File: src/rtl/vga_pkg.sv
// Shared 640x480@60 raster constants and pipeline types.
package vga_pkg;

  // Horizontal timing, in pixel clocks
  localparam int unsigned H_VIS        = 640;
  localparam int unsigned H_FP         = 16;
  localparam int unsigned H_SYNC       = 96;
  localparam int unsigned H_BP         = 48;
  localparam int unsigned H_TOT        = H_VIS + H_FP + H_SYNC + H_BP;
  localparam int unsigned H_SYNC_START = H_VIS + H_FP;
  localparam int unsigned H_SYNC_END   = H_SYNC_START + H_SYNC - 1;

  // Vertical timing, in lines
  localparam int unsigned V_VIS        = 480;
  localparam int unsigned V_FP         = 10;
  localparam int unsigned V_SYNC       = 2;
  localparam int unsigned V_BP         = 33;
  localparam int unsigned V_TOT        = V_VIS + V_FP + V_SYNC + V_BP;
  localparam int unsigned V_SYNC_START = V_VIS + V_FP;
  localparam int unsigned V_SYNC_END   = V_SYNC_START + V_SYNC - 1;

  // Datapath widths
  localparam int unsigned RGB_W = 8;
  localparam int unsigned CNT_W = 10;

  // Signals that travel together down the sync delay line
  typedef struct packed {
    logic hs;   // active-low hsync
    logic vs;   // active-low vsync
    logic vis;  // visible-area flag
  } sync_bits_t;

  // Inactive pipeline contents: syncs deasserted, blanking
  localparam sync_bits_t SYNC_IDLE = '{hs: 1'b1, vs: 1'b1, vis: 1'b0};

  // Inclusive range test used for the sync windows
  function automatic logic in_range(input logic [CNT_W-1:0] val,
                                    input logic [CNT_W-1:0] lo,
                                    input logic [CNT_W-1:0] hi);
    return (val >= lo) && (val <= hi);
  endfunction

endpackage

File: src/rtl/vga_timing_gen_sync_delay_line.sv
// Fixed-depth vector shift register with synchronous reset to a per-bit value.
module sync_delay_line #(
  parameter int unsigned       WIDTH   = 3,
  parameter int unsigned       DEPTH   = 2,
  parameter logic [WIDTH-1:0]  RST_VAL = '0
) (
  input  logic             clk,
  input  logic             rst,
  input  logic [WIDTH-1:0] din,
  output logic [WIDTH-1:0] dout
);

  logic [DEPTH*WIDTH-1:0] shreg;

  if (DEPTH == 1) begin : g_single
    // Single stage: plain register with reset value
    always_ff @(posedge clk) begin
      if (rst) begin
        shreg <= RST_VAL;
      end else begin
        shreg <= din;
      end
    end
  end else begin : g_multi
    // Shift din in at the low end; oldest entry sits at the top
    always_ff @(posedge clk) begin
      if (rst) begin
        shreg <= {DEPTH{RST_VAL}};
      end else begin
        shreg <= {shreg[(DEPTH-1)*WIDTH-1:0], din};
      end
    end
  end

  assign dout = shreg[DEPTH*WIDTH-1 -: WIDTH];

endmodule

File: src/rtl/vga_timing_gen.sv
// 640x480@60 raster timing: coordinates, frame marker, delayed syncs and gated colour.
module vga_timing_gen #(
  parameter int unsigned H_VIS    = vga_pkg::H_VIS,
  parameter int unsigned H_FP     = vga_pkg::H_FP,
  parameter int unsigned H_SYNC   = vga_pkg::H_SYNC,
  parameter int unsigned H_BP     = vga_pkg::H_BP,
  parameter int unsigned V_VIS    = vga_pkg::V_VIS,
  parameter int unsigned V_FP     = vga_pkg::V_FP,
  parameter int unsigned V_SYNC   = vga_pkg::V_SYNC,
  parameter int unsigned V_BP     = vga_pkg::V_BP,
  parameter int unsigned PIPE_DLY = 2,
  parameter int unsigned RGB_W    = vga_pkg::RGB_W
) (
  input  logic             clk,
  input  logic             rst,
  input  logic [RGB_W-1:0] rgb_in,
  output logic [9:0]       pixel,
  output logic [8:0]       line,
  output logic             video_on,
  output logic             frame_start,
  output logic             hsync,
  output logic             vsync,
  output logic [RGB_W-1:0] rgb_out
);

  import vga_pkg::*;

  // Counter-width constants derived from the timing parameters
  localparam logic [CNT_W-1:0] H_LAST   = CNT_W'(H_VIS + H_FP + H_SYNC + H_BP - 1);
  localparam logic [CNT_W-1:0] V_LAST   = CNT_W'(V_VIS + V_FP + V_SYNC + V_BP - 1);
  localparam logic [CNT_W-1:0] H_VIS_C  = CNT_W'(H_VIS);
  localparam logic [CNT_W-1:0] V_VIS_C  = CNT_W'(V_VIS);
  localparam logic [CNT_W-1:0] HS_START = CNT_W'(H_VIS + H_FP);
  localparam logic [CNT_W-1:0] HS_END   = CNT_W'(H_VIS + H_FP + H_SYNC - 1);
  localparam logic [CNT_W-1:0] VS_START = CNT_W'(V_VIS + V_FP);
  localparam logic [CNT_W-1:0] VS_END   = CNT_W'(V_VIS + V_FP + V_SYNC - 1);

  // Elaboration-time sanity checks on the configuration
  if (PIPE_DLY < 1 || PIPE_DLY > 4) begin : g_bad_pipe_dly
    $error("vga_timing_gen: PIPE_DLY must be in 1..4");
  end
  if (H_VIS + H_FP + H_SYNC + H_BP > (1 << CNT_W)) begin : g_bad_h_tot
    $error("vga_timing_gen: horizontal total exceeds counter range");
  end
  if (V_VIS + V_FP + V_SYNC + V_BP > (1 << CNT_W)) begin : g_bad_v_tot
    $error("vga_timing_gen: vertical total exceeds counter range");
  end
  if (H_VIS > 1023 || V_VIS > 511) begin : g_bad_vis
    $error("vga_timing_gen: visible area exceeds pixel/line width");
  end

  logic [CNT_W-1:0] h_cnt;
  logic [CNT_W-1:0] v_cnt;

  logic       vis_raw;
  logic       hs_raw;
  logic       vs_raw;
  sync_bits_t stage1;
  sync_bits_t dly_out;
  logic [RGB_W-1:0] rgb_q;

  // Raster counters: h wraps every line, v advances on the h wrap
  always_ff @(posedge clk) begin
    if (rst) begin
      h_cnt <= '0;
      v_cnt <= '0;
    end else if (h_cnt == H_LAST) begin
      h_cnt <= '0;
      if (v_cnt == V_LAST) begin
        v_cnt <= '0;
      end else begin
        v_cnt <= v_cnt + CNT_W'(1);
      end
    end else begin
      h_cnt <= h_cnt + CNT_W'(1);
    end
  end

  // Visibility and raw active-low sync windows decoded from the counters
  always_comb begin
    vis_raw = (h_cnt < H_VIS_C) && (v_cnt < V_VIS_C);
    hs_raw  = !in_range(h_cnt, HS_START, HS_END);
    vs_raw  = !in_range(v_cnt, VS_START, VS_END);
  end

  // Stage 1: registered coordinates, frame marker and sync/vis bundle
  always_ff @(posedge clk) begin
    if (rst) begin
      pixel       <= '0;
      line        <= '0;
      frame_start <= 1'b0;
      stage1      <= SYNC_IDLE;
    end else begin
      pixel       <= vis_raw ? (h_cnt + CNT_W'(1)) : '0;
      line        <= vis_raw ? (v_cnt[8:0] + 9'd1) : '0;
      frame_start <= (h_cnt == '0) && (v_cnt == '0);
      stage1      <= '{hs: hs_raw, vs: vs_raw, vis: vis_raw};
    end
  end

  assign video_on = stage1.vis;

  sync_delay_line #(
    .WIDTH   (3),
    .DEPTH   (PIPE_DLY),
    .RST_VAL (SYNC_IDLE)
  ) u_sync_delay (
    .clk  (clk),
    .rst  (rst),
    .din  (stage1),
    .dout (dly_out)
  );

  assign hsync = dly_out.hs;
  assign vsync = dly_out.vs;

  // Colour capture register; cleared on reset so nothing stale leaks out
  always_ff @(posedge clk) begin
    if (rst) begin
      rgb_q <= '0;
    end else begin
      rgb_q <= rgb_in;
    end
  end

  // Registering rgb_in and gating with the final vis tap is cycle-identical to
  // registering (vis tap PIPE_DLY-1 ? rgb_in : 0), and uses every delay-line bit.
  always_comb begin
    rgb_out = dly_out.vis ? rgb_q : '0;
  end

endmodule

File: config.mk
export PLATFORM = sky130hd
export DESIGN_NAME = vga_timing_gen
export DESIGN_NICKNAME = d
export VERILOG_FILES = /design/src/rtl/vga_pkg.sv /design/src/rtl/vga_timing_gen_sync_delay_line.sv /design/src/rtl/vga_timing_gen.sv
export SDC_FILE = /design/constraint.sdc
export NUM_CORES = 1
export LEC_CHECK = 0
export BUFFER_PORTS_ARGS = -buffer_cell sky130_fd_sc_hd__clkbuf_2
export CORE_ASPECT_RATIO = 0.5
export CORE_MARGIN = 2
export CORE_UTILIZATION = 40
export CTS_CLUSTER_DIAMETER = 200
export DETAILED_ROUTE_END_ITERATION = 8
export PLACE_DENSITY_LB_ADDON = 0.05
export SETUP_SLACK_MARGIN = 0.5
export SYNTH_ARGS = -nofsm -noshare
export SYNTH_HDL_FRONTEND = slang
export SYNTH_SLANG_ARGS = --single-unit
export TNS_END_PERCENT = 10
File: constraint.sdc
create_clock -name clk -period 4 [get_ports clk]
set_clock_uncertainty 0.05 [all_clocks]
set_input_delay 0.8 -clock clk [delete_from_list [all_inputs] [get_ports clk]]
set_output_delay 0.8 -clock clk [all_outputs]
set_load 0.005 [all_outputs]
==> results.md <==
* Gate Count Post-Synth at 221
* Crit path DAT at 2340 ps
* Status: finished clean
* Detailed Routing Iterations Pass 1 at 4
* RSZ-0062 raised after global routing: no
* Total GRT Usage at 0.154
* Met1 Use GR at 0.199
* Avg Cell Area, Syn at 9.81 um2
* Setup tns final at 0 ps
* Synth Warn # at 0
* Worst Setup End Kind: register
* DR vias/cell at 4.77
* Syn Nets at 235
* DRC errors left at 0
* First-pass GRT wire length at 7110 um
* HPWL Detailed at 3000 um
* Die Area at 6060 um2
* Pwr per Cell Area at 442 nW/um2
* R2R depth at 5
* Final Hold Fails at 0
* Psw at 0.250 mW
* ANT nets after route at 0
* GR Overflow Total at 0
* Post-synthesis sequential area ratio at 0.527
* Core area at 5070 um2
* Initial Util at 0.428
* Hold_ws at 360 ps
* GR Util met2 at 0.227
* Ant diodes at 0
* TritonCTS clock tree: built
* Startpoint Class: input pin
* Cell variety after synth at 42
* Depth of the CTS H-tree at 3
* Seq pwr share at 0.512
* Mapped cell area at 2170 um2
* Main synth FF type: dfxtp_1
* Crit path time final at 2160 ps
* Clock latency on the worst-skew pair at 330 ps
* Layout overhead on the synthesized area at 19.7%
* Layout cells sized above 1 at 0.270
* Power Total at 1.15 mW
* Yosys top cell area share at 0.527
* Final Util at 0.512
* Req. time, crit path at 4180 ps
* Switching portion of total power at 0.218
* CTS Sinks at 57
* Final Net Count at 276
* Fill cell count at 496
* Comb power frac at 0.035
* Hold path cells at 1
* Starting DRT DRC Count at 28
* Slew HR at 0.425
* Count leader, synth: dfxtp_1
* Critical Path Fanout Max at 29
* Biggest area consumer among synthesized cells: dfxtp_1
* #FFs+latches synth at 57
* Final setup violation count at 0
* Die height at 56.0 um
* Max-Cap Viols at 0
* Root Driver: clkbuf_8
* Max IR drop VDD at 0.000244 V
* Largest net degree at the start of global routing at 30
* Max Clk Rate at 463 MHz
* Clock buffer depth at 2
* GRT met3 Usage at 0.0679
* Port-buffer cells at 40
* FP Rows at 18
* Fin crit share at 0.539
* Top cells by area, synth: dfxtp_1 (53%), nor2_1 (4.5%), nor2b_1 (3.5%)
* Vias in the first global route at 1,537
* Drt wl/cell at 12.7 um
* Routed vias at 1,606
* Crit Path Class: in2reg
* Post-CTS resize count at 0
* Io pins at 41
* Clock Power Share at 0.453
* Slew Viols, Final at 0
* Initial antenna violation count at 0
* Power Internal at 0.897 mW
* Routability cong. at 0.738
* HP Class: reg2reg
* TritonCTS buffer count at 9
* Post-synth EDFFs at 0
* Routed Wire Length at 4270 um
* Clock-pin slew on the worst setup and hold paths at 60 ps
* Leakage at 1.09 nW
* Least-Margin Pin Slew at 860 ps
* Global route hottest layer: met2
* Post-CTS Hold Buffers at 0
* Commonest cells post-synth: dfxtp_1 (57), nor2_1 (26), nand2_1 (12), nor2b_1 (12), and2_1 (10)
* Post-synth ARST share at 0
* Die Wd at 108 um
* Post-CTS setup buffer count at 0
==> flip-flops by register name, summed over array words and instances, names as in the netlist <==
| register | cells |
|---|---|
| h_cnt | 10 |
| pixel | 10 |
| v_cnt | 10 |
| line | 9 |
| rgb_q | 8 |
| u_sync_delay.shreg | 6 |
| stage1 | 2 |
| frame_start | 1 |
| video_on | 1 |
==> metal layers <==
| metal | part of all wire | up-vias |
|---|---|---|
| met5 | 0 | - |
| met4 | 0.0087 | 0 |
| met3 | 0.061 | 5 |
| met2 | 0.43 | 36 |
| met1 | 0.50 | 735 |
| li1 | - | 830 |
==> metrics by stage <==
step           setup WS, ps  cell area (um2)  cells
4_1_cts                1840             2590    337
6_report               1840             2590    337
3_5_place_dp           1480             2400    321
5_1_grt                1620             2590    337
3_3_place_gp           1570             2400    321
2_1_floorplan          2120             2170    221
==> worst max-delay path: stages <==
cell and delay (ps):
clkbuf_2 350, nor2_1 190, nand3_1 610, a21oi_1 380
==> final timing paths <==
| kind | from | end | slack (ps) |
|---|---|---|---|
| worst max-delay path | rst | line[5] | 1840 |
| worst min-delay path | u_sync_delay.shreg[2] | u_sync_delay.shreg[5] | 360 |
| worst max register to register | h_cnt[0] | v_cnt[7] | 2110 |
| worst min register to register | u_sync_delay.shreg[2] | u_sync_delay.shreg[5] | 360 |
==> power by group through the flow <==
| stage | Combinational [mW] | Sequential (mW) | Clock (mW) |
|---|---|---|---|
| after floorplan | 0.0226 | 0.599 | 0 |
| after global placement | 0.0399 | 0.599 | 0 |
| after detailed placement | 0.0408 | 0.600 | 0 |
| after CTS | 0.0411 | 0.587 | 0.537 |
| after global routing | 0.0447 | 0.588 | 0.569 |
| final | 0.0399 | 0.587 | 0.520 |
==> cell type report <==
class                      count  area (um2)  share of cell area
tap                           70        87.6              0.0338
sequential                    57        1140               0.440
multi-input combinational    145         936               0.361
clock buffer                  10         138              0.0531
timing repair buffer          40         200              0.0772
clock inverter                 6        57.6              0.0222
inverter                       9        33.8              0.0130
==> cells in the final DEF (no fill, tap or decap), types with 2 or more instances in the layout <==
cell type,n
a2111oi_2,2
a21o_1,3
a21oi_1,5
and2_1,10
and3_1,2
clkbuf_2,40
clkbuf_8,10
clkinv_2,4
dfxtp_1,57
ha_1,4
inv_1,8
nand2_1,12
nand2b_1,4
nand3_1,9
nand4_1,6
nor2_1,26
nor2b_1,12
nor3_1,7
nor4_1,2
o21ai_0,4
o21ai_2,3
or2_2,4
or3_1,4
xnor2_1,6
xor2_1,5
==> logic make-up after synthesis <==
family / count (synthesis) / synth area share
fa+ha+maj: 4 / 0.0231
simple gates: 106 / 0.275
flops: 57 / 0.527
compound gates: 24 / 0.0895
buf+inv: 19 / 0.0416
xor+xnor: 11 / 0.0445
Power figures use the tool's default switching activity.
